**src/rtl/gpi_irq_ctrl.sv**
```systemverilog
// GPI interrupt controller: synchronized input lines, rise/fall edge capture into a W1C
// pending register, registered level interrupt. Define GPI_IRQ_DEBOUNCE_EN for per-line debounce.
module gpi_irq_ctrl #(
  parameter int          N    = 32,
  parameter logic [31:0] BASE = 32'h0,
  parameter int          DB_W = 8
) (
  input  logic         clk,
  input  logic         rst,
  input  logic [N-1:0] gpi_data,
  input  logic         i_rd,
  input  logic [31:0]  i_addr,
  input  logic         i_wr,
  input  logic [3:0]   i_wrmask,
  input  logic [31:0]  i_data,
  output logic         o_rd_valid,
  output logic         o_wr_valid,
  output logic [31:0]  o_data,
  output logic         o_irq
);

  localparam logic [2:0] R_LEVEL = 3'd0;
  localparam logic [2:0] R_RISE  = 3'd1;
  localparam logic [2:0] R_FALL  = 3'd2;
  localparam logic [2:0] R_PEND  = 3'd3;
  localparam logic [2:0] R_IRQEN = 3'd4;
  localparam logic [2:0] R_DB    = 3'd5;

  function automatic logic [N-1:0] merge_n(input logic [N-1:0] old, input logic [31:0] data,
                                           input logic [31:0] m);
    logic [31:0] w;
    w = '0;
    w[N-1:0] = old;
    w = (w & ~m) | (data & m);
    return w[N-1:0];
  endfunction

  function automatic logic [31:0] widen_n(input logic [N-1:0] v);
    logic [31:0] w;
    w = '0;
    w[N-1:0] = v;
    return w;
  endfunction

  logic [N-1:0] sync1_q, sync2_q;
  logic [N-1:0] lvl_q, lvl_d, lvl_prev_q, lvl_prev_d;
  logic [N-1:0] rise_en_q, rise_en_d, fall_en_q, fall_en_d;
  logic [N-1:0] pending_q, pending_d, irq_en_q, irq_en_d;
  logic [N-1:0] edge_ev, w1c;
  logic [1:0]   settle_q, settle_d;
  logic         settled;
  logic         irq_q, irq_d;
  logic [31:0]  off, wmask, rdata, db_rdata;
  logic [2:0]   idx;
  logic         sel, wr_hit;

  // Until the synchronizer and lvl hold real samples, lvl and its history load together
  // so nothing captured from reset values can look like an edge.
  assign settled = (settle_q == 2'd3);

  always_comb begin
    off        = i_addr - BASE;
    idx        = off[4:2];
    sel        = (off[31:5] == 27'd0) && (off[1:0] == 2'b00) && (idx <= R_DB);
    wmask      = {{8{i_wrmask[3]}}, {8{i_wrmask[2]}}, {8{i_wrmask[1]}}, {8{i_wrmask[0]}}};
    o_rd_valid = i_rd & sel;
    o_wr_valid = i_wr & sel & (idx != R_LEVEL);
    wr_hit     = o_wr_valid;
    rdata      = '0;
    case (idx)
      R_LEVEL: rdata = widen_n(lvl_q);
      R_RISE:  rdata = widen_n(rise_en_q);
      R_FALL:  rdata = widen_n(fall_en_q);
      R_PEND:  rdata = widen_n(pending_q);
      R_IRQEN: rdata = widen_n(irq_en_q);
      R_DB:    rdata = db_rdata;
      default: rdata = '0;
    endcase
    o_data = o_rd_valid ? rdata : '0;
  end

  always_comb begin
    settle_d   = settled ? settle_q : settle_q + 2'd1;
    lvl_prev_d = settled ? lvl_q : lvl_d;
    edge_ev    = (lvl_q & ~lvl_prev_q & rise_en_q) | (~lvl_q & lvl_prev_q & fall_en_q);
    w1c        = (wr_hit && idx == R_PEND) ? merge_n('0, i_data, wmask) : '0;
    // A new event wins over a simultaneous clear of the same bit.
    pending_d  = (pending_q & ~w1c) | edge_ev;
    irq_d      = |(pending_q & irq_en_q);
    rise_en_d  = (wr_hit && idx == R_RISE)  ? merge_n(rise_en_q, i_data, wmask) : rise_en_q;
    fall_en_d  = (wr_hit && idx == R_FALL)  ? merge_n(fall_en_q, i_data, wmask) : fall_en_q;
    irq_en_d   = (wr_hit && idx == R_IRQEN) ? merge_n(irq_en_q, i_data, wmask)  : irq_en_q;
  end

`ifdef GPI_IRQ_DEBOUNCE_EN
  function automatic logic [DB_W-1:0] merge_db(input logic [DB_W-1:0] old, input logic [31:0] data,
                                               input logic [31:0] m);
    logic [31:0] w;
    w = '0;
    w[DB_W-1:0] = old;
    w = (w & ~m) | (data & m);
    return w[DB_W-1:0];
  endfunction

  logic [DB_W-1:0] db_cnt_q, db_cnt_d;
  logic [DB_W-1:0] cnt_q [N];
  logic [DB_W-1:0] cnt_d [N];

  // lvl follows sync only after DB_CNT+1 consecutive differing samples.
  always_comb begin
    db_cnt_d = (wr_hit && idx == R_DB) ? merge_db(db_cnt_q, i_data, wmask) : db_cnt_q;
    db_rdata = '0;
    db_rdata[DB_W-1:0] = db_cnt_q;
    lvl_d = lvl_q;
    for (int i = 0; i < N; i++) begin
      cnt_d[i] = '0;
      if (!settled) begin
        lvl_d[i] = sync2_q[i];
      end else if (sync2_q[i] != lvl_q[i]) begin
        if (cnt_q[i] >= db_cnt_q) lvl_d[i] = sync2_q[i];
        else                      cnt_d[i] = cnt_q[i] + DB_W'(1);
      end
    end
  end

  always_ff @(posedge clk or negedge rst) begin
    if (!rst) begin
      db_cnt_q <= '0;
      cnt_q    <= '{default: '0};
    end else begin
      db_cnt_q <= db_cnt_d;
      cnt_q    <= cnt_d;
    end
  end
`else
  assign lvl_d    = sync2_q;
  assign db_rdata = '0;
`endif

  always_ff @(posedge clk or negedge rst) begin
    if (!rst) begin
      sync1_q    <= '0;
      sync2_q    <= '0;
      lvl_q      <= '0;
      lvl_prev_q <= '0;
      rise_en_q  <= '0;
      fall_en_q  <= '0;
      pending_q  <= '0;
      irq_en_q   <= '0;
      settle_q   <= '0;
      irq_q      <= 1'b0;
    end else begin
      sync1_q    <= gpi_data;
      sync2_q    <= sync1_q;
      lvl_q      <= lvl_d;
      lvl_prev_q <= lvl_prev_d;
      rise_en_q  <= rise_en_d;
      fall_en_q  <= fall_en_d;
      pending_q  <= pending_d;
      irq_en_q   <= irq_en_d;
      settle_q   <= settle_d;
      irq_q      <= irq_d;
    end
  end

  assign o_irq = irq_q;

endmodule

```
**config.mk**
```make
export PLATFORM = sky130hd
export DESIGN_NAME = gpi_irq_ctrl
export DESIGN_NICKNAME = d
export VERILOG_FILES = /design/src/rtl/gpi_irq_ctrl.sv
export SDC_FILE = /design/constraint.sdc
export NUM_CORES = 1
export LEC_CHECK = 0
export BUFFER_PORTS_ARGS = -buffer_cell sky130_fd_sc_hd__buf_2
export CORE_MARGIN = 3
export CORE_UTILIZATION = 55
export DETAILED_ROUTE_END_ITERATION = 10
export PLACE_DENSITY = 0.85
export SLEW_MARGIN = 20
export SYNTH_ARGS = -nofsm -noshare
export SYNTH_HDL_FRONTEND = slang
export SYNTH_SLANG_ARGS = --single-unit
```
**constraint.sdc**
```tcl
create_clock -name clk -period 3.3 [get_ports clk]
set_clock_uncertainty 0.1 [all_clocks]
set_input_delay 0 -clock clk [delete_from_list [all_inputs] [get_ports clk]]
set_output_delay 0 -clock clk [all_outputs]
set_load 0.02 [all_outputs]
```
==> results.md <==
* Period utilization at 0.6438
* CP arrival at 2.02 ns
* Crit-path max cell delay at 0.42 ns
* All-Layer GR Usage at 0.2728
* Slowest CP cell: buf_4
* Post-DP HPWL at around 18 mm
* Starting Density at 0.5703
* Post-synth EDFFs at 0
* Synth Register Bits at 259
* F_max at 470.7 MHz
* # DRC at 0
* Initial antenna violation count at 0
* Fillers at 1268
* Synth Cell Area at 10850 um2
* First-pass GRT wire length at 46.91 mm
* Die area at 21440 um2
* FF-to-FF setup slack at 1.41 ns
* Synth top area share at 0.5975
* Iteration-0 DRC Markers at 685
* WS Path Type: primary input to output port
* Total congestion overflow at 0
* Min Tclk post-route at 2.125 ns
* Yosys Warn Count at 0
* Post-DP Area at 11850 um2
* RSZ-0062 raised after global routing: false
* Max FO, Critical Path at 32
* Clock slew at reported path FFs at 0.06 ns
* Nets at 1135
* Status: finished with violations
* Critical Path Source Type: primary input
* Register area share after synthesis at 0.5975
* Core area at 19020 um2
* CTS tree: done
* Last element of the critical path: o_data[15]
* CTS Sinks at 259
* Top_reg_cell synth: dfrtp_1
* Reg2reg end: o_irq$_DFF_PN0_
* Buffers on Ports at 138
* Routed WL at between 20 and 30 mm
* Setup Viol. Count Final at 0
* Non-filler cells, final at 1311
* CP top delay family: buffers and inverters
* Total number of vias at 8029
* LEAKAGE at 6.133 nW
* Levels on crit path at 8
* Max-Cap Viols at 0
* Antenna-violating nets left at 0
* Routed len/inst at 22.28 um
* Syn nets at 918
* Row cnt at 50
* VDD IR-drop max at 459.8 uV
* Fraction of layout cells with a size suffix above 1 at 0.3349
* FF-to-FF path depth at 4
* Final hold violations at 4
* H-Tree Depth at 1
* Layout area overhead at 24.67%
* Design area at 13520 um2
* Post-CTS setup buffer count at 0
* CTS Buf Count at 27
* Min Hold Slack at -0.002295 ns
* WP data required at approximately 3.2 ns
* Die width at 146.4 um
* Final Max Slew Viols at 0
* Antenna Cells at 0
* Post-synth ARST share at 1.000
* Post-Route Setup TNS at 0 ns
* Mapped Cells at 813
* Placed Cells incl. Taps at 1187
* Final Util at 0.7111
* Yosys cell types at 41
* Vias in the first global route at 8376
* Yosys top cell by area: dfrtp_1
* Largest net degree at the start of global routing at 111
* Actual slew at the worst max-slew pin at between 0.8 and 0.9 ns
* CP Launch Point: i_addr[3]
* Post-Synth Simple-Gate Area at 0.09759
* Power per standard cell area at 505.3 nW/um2
* Synth Area in Compound Gates at 0.1128
* Worst hold path type: primary input to async pin
* Slew headroom at 0.4220
* Die Y-Extent at 146.4 um
* Post-synthesis average cell area at 13.34 um2
* Synth Area in Adders at 0.001154
* Most frequent cell on the critical path: buf_4
* Mux contribution to synthesized area at 0.1699
* Gpl congestion at 0.8611
* CP Buf/Inv Count at 5
* Worst-path cell chain: buf_2, buf_4, buf_4, nor3_2, buf_4, a22oi_1, a21oi_1, buf_2
* Post-Synth XOR/XNOR Area at 0.0008075
* Ports at 139
* Failing checks: hold timing
* First drt pass iteration count at 5
* Max Root-Sink Buffers at 3
* CP Capture Type: output port
* Top cells by area, synth: dfrtp_1 60%, mux2_2 11%, mux2i_1 3.0%
* Clock latency on the worst-skew pair at 0.53 ns
* Main combinational cell family by area after synthesis: multiplexers
* Clock tree root driver cell: clkbuf_16
* Post-DR vias/cell at 6.124
## Yosys cell counts (5+ instances only)
master    instances
nand3b_1         33
o41ai_1          32
nand2_1          64
buf_1             6
a21oi_1          62
nand4_4           8
nand4_2           5
mux2i_1          33
nor4_2            6
buf_2            11
a22oi_1          43
mux2_4           16
mux2_2          110
dfrtp_1         259
clkbuf_1         22
nor2_1           32
o211ai_1         32
## metal layers
layer	vias to the layer above	routed length, um	track usage
met1	4010	11450	0.3666
met2	482	14360	0.4536
met3	65	2524	0.05214
met5	-	0	0
li1	3472	-	-
met4	0	875	0.08702
## repair_timing
action | in CTS | in global routing
hold endpoints to repair | 266 | 0
hold buffers | 74 | 0
gates resized for setup | 0 | 0
## layout make-up
cell class              instances  area [um2]  area share
clock buffers                  40       804.5     0.05949
clock inverters                10       131.4    0.009715
multi-input cells             511        4159      0.3075
flip-flops and latches        259        6481      0.4793
well taps                     260       325.3     0.02406
repair buffers                231        1622      0.1199
## logic make-up after synthesis
group,Yosys count
simple gates,170
compound gates,177
flops,259
xor+xnor,1
mux,162
fa+ha+maj,1
buf+inv,43
## metrics by stage
step                      total power [mW]  setup WS [ns]
after floorplan                      3.468          1.637
after global placement               3.667          1.212
after detailed placement             3.681          1.181
after CTS                            6.867          1.232
after global routing                 7.059          1.115
final                                6.833          1.175
## cells in the final DEF, fill, tap and decap left out, drive strengths merged
cell type,count
o41ai,32
clkinvlp,1
nor3b,1
nor2b,2
and3,1
dfrtp,259
bufinv,3
a2bb2oi,1
clkinv,5
ha,1
xnor2,1
nand2,64
inv,1
nor3,2
a22oi,43
nand3b,33
a211oi,1
a221oi,2
and2,4
nor2,33
nand4,17
o22a,1
clkbuf,40
or4,1
mux2,129
o211ai,32
nand2b,1
nor4b,1
dlygate4sd3,74
a22o,2
and4,2
nor4,6
nand3,2
buf,157
a21oi,62
mux2i,33
o21ai,1
## power by group
| group | total (mW) | leakage, nW | internal [mW] | switching (mW) |
|---|---|---|---|---|
| combinational | 0.389 | 2.53 | 0.173 | 0.216 |
| clock | 3.14 | 0.463 | 1.92 | 1.22 |
| sequential | 3.31 | 3.14 | 3.26 | 0.0520 |
| total | 6.83 | 6.13 | 5.35 | 1.49 |
## worst min-delay path by stage
stage            startpoint               endpoint  slack, ns  cells past startpoint
6_report                rst   sync1_q[0]$_DFF_PN0_     -0.002                      2
5_1_grt         gpi_data[3]   sync1_q[3]$_DFF_PN0_      0.001                      2
4_1_cts        gpi_data[19]  sync1_q[19]$_DFF_PN0_     0.0005                      2
3_5_place_dp    gpi_data[4]   sync1_q[4]$_DFF_PN0_      0.009                      1
3_3_place_gp            rst   sync1_q[0]$_DFF_PN0_      0.008                      1
2_1_floorplan           rst              async pin      -0.40                      0
Power figures use the tool's default switching activity.
